--- src/rtl/ps_arbiter.sv ---
// Round-robin arbiter sharing one ps_if slave among several ps_if masters.
// Whole write or read transactions are serialised; one idle cycle separates grants.
module ps_arbiter #(
    parameter int NUM_MASTERS = 4,
    parameter int ADDR_WIDTH  = 5,
    parameter int DATA_WIDTH  = 32
) (
    input  logic                              clk,
    input  logic                              rst,
    input  logic [NUM_MASTERS*ADDR_WIDTH-1:0] m_waddr,
    input  logic [NUM_MASTERS*DATA_WIDTH-1:0] m_wdata,
    input  logic [NUM_MASTERS-1:0]            m_wvalid,
    output logic [NUM_MASTERS-1:0]            m_wready,
    output logic [NUM_MASTERS-1:0]            m_wresp,
    input  logic [NUM_MASTERS*ADDR_WIDTH-1:0] m_raddr,
    input  logic [NUM_MASTERS-1:0]            m_arvalid,
    output logic [NUM_MASTERS*DATA_WIDTH-1:0] m_rdata,
    output logic [NUM_MASTERS-1:0]            m_rvalid,
    input  logic [NUM_MASTERS-1:0]            m_rready,
    output logic [ADDR_WIDTH-1:0]             s_waddr,
    output logic [DATA_WIDTH-1:0]             s_wdata,
    output logic                              s_wvalid,
    input  logic                              s_wready,
    input  logic                              s_wresp,
    output logic [ADDR_WIDTH-1:0]             s_raddr,
    output logic                              s_arvalid,
    input  logic [DATA_WIDTH-1:0]             s_rdata,
    input  logic                              s_rvalid,
    output logic                              s_rready,
    output logic [NUM_MASTERS-1:0]            grant,
    output logic                              busy
);

    localparam int PW = (NUM_MASTERS > 1) ? $clog2(NUM_MASTERS) : 1;

    typedef enum logic [1:0] {
        IDLE,
        WR,
        RD_ADDR,
        RD_DATA
    } state_t;

    state_t                  state_q, state_d;
    logic [NUM_MASTERS-1:0]  grant_q, grant_d;
    logic [PW-1:0]           gidx_q, gidx_d;
    logic [PW-1:0]           ptr_q, ptr_d;
    logic [PW-1:0]           pick, nxt_ptr;
    logic                    pick_vld;
    logic [PW:0]             cand;
    logic [NUM_MASTERS-1:0]  req;
    logic [ADDR_WIDTH-1:0]   raddr_q;

    assign req = m_wvalid | m_arvalid;

    // First requester at or after ptr_q, modulo NUM_MASTERS.
    always_comb begin
        pick     = '0;
        pick_vld = 1'b0;
        cand     = '0;
        for (int k = 0; k < NUM_MASTERS; k++) begin
            cand = {1'b0, ptr_q} + (PW+1)'(k);
            if (cand >= (PW+1)'(NUM_MASTERS))
                cand = cand - (PW+1)'(NUM_MASTERS);
            if (!pick_vld && req[cand[PW-1:0]]) begin
                pick     = cand[PW-1:0];
                pick_vld = 1'b1;
            end
        end
    end

    assign nxt_ptr = (gidx_q == PW'(NUM_MASTERS-1)) ? '0
                                                     : gidx_q + PW'(1);

    always_comb begin
        state_d = state_q;
        grant_d = grant_q;
        gidx_d  = gidx_q;
        ptr_d   = ptr_q;
        unique case (state_q)
            IDLE: begin
                if (pick_vld) begin
                    state_d = m_wvalid[pick] ? WR : RD_ADDR;
                    grant_d = NUM_MASTERS'(1) << pick;
                    gidx_d  = pick;
                end
            end
            WR: begin
                // An abandoned write releases the slave but keeps the pointer.
                if (!m_wvalid[gidx_q]) begin
                    state_d = IDLE;
                    grant_d = '0;
                end else if (s_wready) begin
                    state_d = IDLE;
                    grant_d = '0;
                    ptr_d   = nxt_ptr;
                end
            end
            RD_ADDR: state_d = RD_DATA;
            RD_DATA: begin
                if (s_rvalid && m_rready[gidx_q]) begin
                    state_d = IDLE;
                    grant_d = '0;
                    ptr_d   = nxt_ptr;
                end
            end
            default: begin
                state_d = IDLE;
                grant_d = '0;
            end
        endcase
    end

    always_ff @(posedge clk or posedge rst) begin
        if (rst) begin
            state_q <= IDLE;
            grant_q <= '0;
            gidx_q  <= '0;
            ptr_q   <= '0;
            raddr_q <= '0;
        end else begin
            state_q <= state_d;
            grant_q <= grant_d;
            gidx_q  <= gidx_d;
            ptr_q   <= ptr_d;
            if (state_q == RD_ADDR)
                raddr_q <= m_raddr[gidx_q*ADDR_WIDTH +: ADDR_WIDTH];
        end
    end

    always_comb begin
        s_waddr   = '0;
        s_wdata   = '0;
        s_wvalid  = 1'b0;
        s_raddr   = '0;
        s_arvalid = 1'b0;
        s_rready  = 1'b0;
        m_wready  = '0;
        m_wresp   = '0;
        m_rvalid  = '0;
        unique case (state_q)
            WR: begin
                s_waddr  = m_waddr[gidx_q*ADDR_WIDTH +: ADDR_WIDTH];
                s_wdata  = m_wdata[gidx_q*DATA_WIDTH +: DATA_WIDTH];
                s_wvalid = m_wvalid[gidx_q];
                m_wready = grant_q & {NUM_MASTERS{s_wready}};
                m_wresp  = grant_q & {NUM_MASTERS{s_wresp}};
            end
            RD_ADDR: begin
                s_raddr   = m_raddr[gidx_q*ADDR_WIDTH +: ADDR_WIDTH];
                s_arvalid = 1'b1;
            end
            RD_DATA: begin
                s_raddr  = raddr_q;
                s_rready = m_rready[gidx_q];
                m_rvalid = grant_q & {NUM_MASTERS{s_rvalid}};
            end
            default: ;
        endcase
    end

    assign m_rdata = {NUM_MASTERS{s_rdata}};
    assign grant   = grant_q;
    assign busy    = (state_q != IDLE);

endmodule
--- config.mk ---
export PLATFORM = sky130hd
export DESIGN_NAME = ps_arbiter
export DESIGN_NICKNAME = d
export VERILOG_FILES = /design/src/rtl/ps_arbiter.sv
export SDC_FILE = /design/constraint.sdc
export NUM_CORES = 1
export LEC_CHECK = 0
export BUFFER_PORTS_ARGS = -buffer_cell sky130_fd_sc_hd__buf_4
export CAP_MARGIN = 20
export CORE_AREA = 2 2 157 159
export CTS_CLUSTER_DIAMETER = 30
export DETAILED_ROUTE_END_ITERATION = 6
export DIE_AREA = 0 0 159 161
export REMOVE_ABC_BUFFERS = 1
export SLEW_MARGIN = 20
export SYNTH_ARGS = -nofsm -noshare
export SYNTH_HDL_FRONTEND = slang
export SYNTH_SLANG_ARGS = --single-unit
--- constraint.sdc ---
create_clock -name clk -period 2.1 [get_ports clk]
set_clock_uncertainty 0.2 [all_clocks]
set_input_delay 0.21 -clock clk [delete_from_list [all_inputs] [get_ports clk]]
set_output_delay 0.21 -clock clk [all_outputs]
set_load 0.01 [all_outputs]
==> reports/metrics.yaml <==
routing:
  ant_nets: 0
  vias_per_cell: 4.12
  drc: 0
  drt_pass1_iterations: 4
  wl_per_cell_um: 31.0
  wl_mm: 24.3
  drt-initial-drc-count: 162
  vias: 3234
global_routing:
  grtUsageMet3_pct: 16.3
  busiest_layer: "met2"
  grtUsageMet1_pct: 18.6
  antenna_found_initial: 1
  grt_usage_pct: 18.0
  grt_max_degree: 24
  grt.met2_usage_pct: 27.2
  grt_pass1_vias: 3381
  grt_overflow: 0
  grt_first_pass_wirelength_mm: 30.9
timing:
  setup_violations: 47
  rsz0062_at_grt: "true"
  hold_viol_final: 0
  finalSetupTns_ns: -4.81
  fin_crit_ns: 2.25
  max_freq_ghz: 0.444
  maxSlewViolCount: 0
  max-slew-margin-rel_pct: 56.7
  tightest_slew_ns: 0.649
  worst_slack_ns: -0.150
  period_share_pct: 107
yosys:
  yosysWarnings: 0
  synthDistinctLibCells: 36
  yosys_register_bits: 15
  ys_seq_area_share_pct: 11.5
  netlist_instances: 334
  syn_area_per_cell_um2: 9.76
  syn-cell-area_um2: 3260
clock_network:
  clkTransAtPathRegs_ns: 0.06
  htreeDepth: 1
  clock_latency_ns: 0.25
  clk_path_buf_depth: 2
  cts_buffers: 3
  tritoncts: "built"
  clockRootBuffer: "clkbuf_16"
  clock-sinks: 15
worst_setup_path:
  cp_common_cell: "buf_12"
  critPathKind: "flop to output pin"
  r2r_end: "ptr_q[1]$_DFFE_PP0P_"
  cpPeakStageDelay_ns: 0.50
  worstPathArrival_ns: 1.84
  crit_path_cell_trace: "buf_12 -> buf_12 -> mux4_2 -> and2_4 -> buf_6"
  required_ns: 1.69
  end_kind: "output pin"
  cp-start-kind: "flop"
  r2r_slack_ns: -0.02
  regToRegStartpoint: "gidx_q[0]$_DFFE_PP0P_"
  cp_slowest_cell: "dfrtp_4"
  worst-path-max-fanout: 13
  ff2ff_path_depth: 6
final_layout:
  area.sequential_um2: 380
  final_common_cell: "buf_4"
  multi_input_area_um2: 1920
  final_cell_mix: "buf_4, mux4_2, and2_4, buf_6, dfrtp_1"
  n_fill_cell: 2674
  final_util_pct: 21.2
  num_antenna_cells: 0
  final-instance-count-excl-fill: 785
  final_nets: 680
  drive_above_1_share_pct: 80.0
  area_growth_pct: 55.7
placement:
  placedCellCount: 769
  io_buffers: 246
  gp_congestion: 0.841
  dp_hpwl_mm: 21.8
floorplan:
  coreArea_um2: 24000
  ios: 407
  die_x_um: 159
  dieHeight_um: 161
  initial_core_util_pct: 13.6
  fp-row-count: 57
  die_area_um2: 25600
status:
  violations: "negative setup slack"
  outcome: "finished, violations left"
hold_path:
  min_from: "s_rvalid"
  worstHoldEndpoint: "state_q[1]$_DFFE_PP0P_"
  hold_path.class: "input port to flop"
  hold_depth: 4
power_and_ir_drop:
  max-vdd-ir-drop_mv: 0.453
  power.density_nw_per_um2: 1160
  totalPowerFinal_mw: 5.87
  power.leakage_nw: 2.36
run:
  max_cap_viol_count: 0
logic make-up after synthesis:
family / synth area share (%)
flops: 11.5
mux: 34.3
compound gates: 6.10
buf+inv: 32.6
simple gates: 15.0
fa+ha+maj: 0.384
what timing repair did:
action / CTS / global route
endpoints found under the hold margin: 15 / 0
cloned: 0 / 1
resized for setup: 61 / 12
endpoints found under the setup margin: 43 / 51
hold buffers: 1 / 0
setup buffers: 2 / 8
pin swaps: 1 / 13
power by group:
part	total [mW]	internal [mW]	switching, mW
logic	4.82	2.78	2.04
registers	0.666	0.434	0.232
clock network	0.386	0.255	0.131
total	5.87	3.47	2.40
cells in the mapped netlist:
| cell type | n | area [µm²] |
|---|---|---|
| o2bb2ai_1 | 2 | 17.5 |
| dfrtp_1 | 15 | 375 |
| mux2_2 | 6 | 67.6 |
| o31ai_1 | 1 | 7.51 |
| o21bai_1 | 1 | 7.51 |
| and4_1 | 1 | 8.76 |
| clkbuf_1 | 8 | 30.0 |
| buf_2 | 7 | 35.0 |
| nor4_2 | 1 | 12.5 |
| nand3_1 | 1 | 5.00 |
| buf_1 | 1 | 3.75 |
| a22o_1 | 3 | 26.3 |
| o22ai_1 | 1 | 6.26 |
| o21ai_0 | 6 | 30.0 |
| mux2i_1 | 6 | 60.1 |
| and3_1 | 10 | 62.6 |
| a221oi_1 | 2 | 17.5 |
| and2_1 | 42 | 263 |
| nor3_1 | 1 | 5.00 |
| a211oi_1 | 1 | 7.51 |
| a21o_1 | 4 | 30.0 |
| buf_6 | 1 | 11.3 |
| nor2_1 | 9 | 33.8 |
| o21ai_1 | 1 | 5.00 |
| inv_1 | 2 | 7.51 |
| nor2b_1 | 7 | 43.8 |
| buf_4 | 130 | 976 |
| or2_2 | 2 | 12.5 |
| a21oi_1 | 2 | 10.0 |
| mux4_2 | 44 | 991 |
| a21oi_2 | 1 | 8.76 |
| nor2_2 | 1 | 6.26 |
| o21a_1 | 2 | 15.0 |
| nand2_1 | 10 | 37.5 |
| ha_1 | 1 | 12.5 |
| a21bo_2 | 1 | 10.0 |
sequential cells by signal, indices dropped and copies added, names as in the netlist:
| signal | count |
|---|---|
| state_q | 2 |
| raddr_q | 5 |
| grant | 4 |
| ptr_q | 2 |
| gidx_q | 2 |
worst max path at each step:
stage                                      from                   end  slack [ns]
after floorplan           gidx_q[0]$_DFFE_PP0P_  ptr_q[1]$_DFFE_PP0P_       -1.36
after global placement    gidx_q[0]$_DFFE_PP0P_           s_wdata[20]        0.07
after detailed placement  gidx_q[0]$_DFFE_PP0P_            s_raddr[0]        0.06
after CTS                 gidx_q[0]$_DFFE_PP0P_            s_raddr[0]       -0.18
after global routing      gidx_q[0]$_DFFE_PP0P_            s_raddr[2]       -0.20
final                     gidx_q[0]$_DFFE_PP0P_           s_wdata[26]       -0.15
critical path: cells and delay by family (launching register included):
| kind | cells | cell delay, ns |
|---|---|---|
| flops | 1 | 0.50 |
| mux | 1 | 0.49 |
| buf+inv | 3 | 0.42 |
| simple gates | 1 | 0.17 |
metrics by stage:
| stage | setup slack (ns) | hold slack, ns | cell area, µm² |
|---|---|---|---|
| after floorplan | -1.36 | -0.0885 | 2200 |
| after detailed placement | 0.0589 | 0.154 | 4630 |
| final | -0.150 | 0.183 | 5070 |
| after CTS | -0.176 | 0.214 | 4930 |
| after global placement | 0.0691 | 0.145 | 4630 |
| after global routing | -0.198 | 0.220 | 5070 |
layout make-up:
| class | instances | share of cell area, % |
|---|---|---|
| Tap cell | 324 | 7.99 |
| Clock inverter | 1 | 0.0986 |
| Clock buffer | 3 | 1.48 |
| Inverter | 2 | 0.148 |
| Timing Repair Buffer | 270 | 44.9 |
| Multi-Input combinational cell | 170 | 37.9 |
| Sequential cell | 15 | 7.50 |
layer usage:
metal  share of wire [%]  up-vias
li1                    -     1322
met4                 1.4        8
met2                  43      366
met1                  35     1521
met3                  20       17
met5                0.92        -
Power figures use the tool's default switching activity.
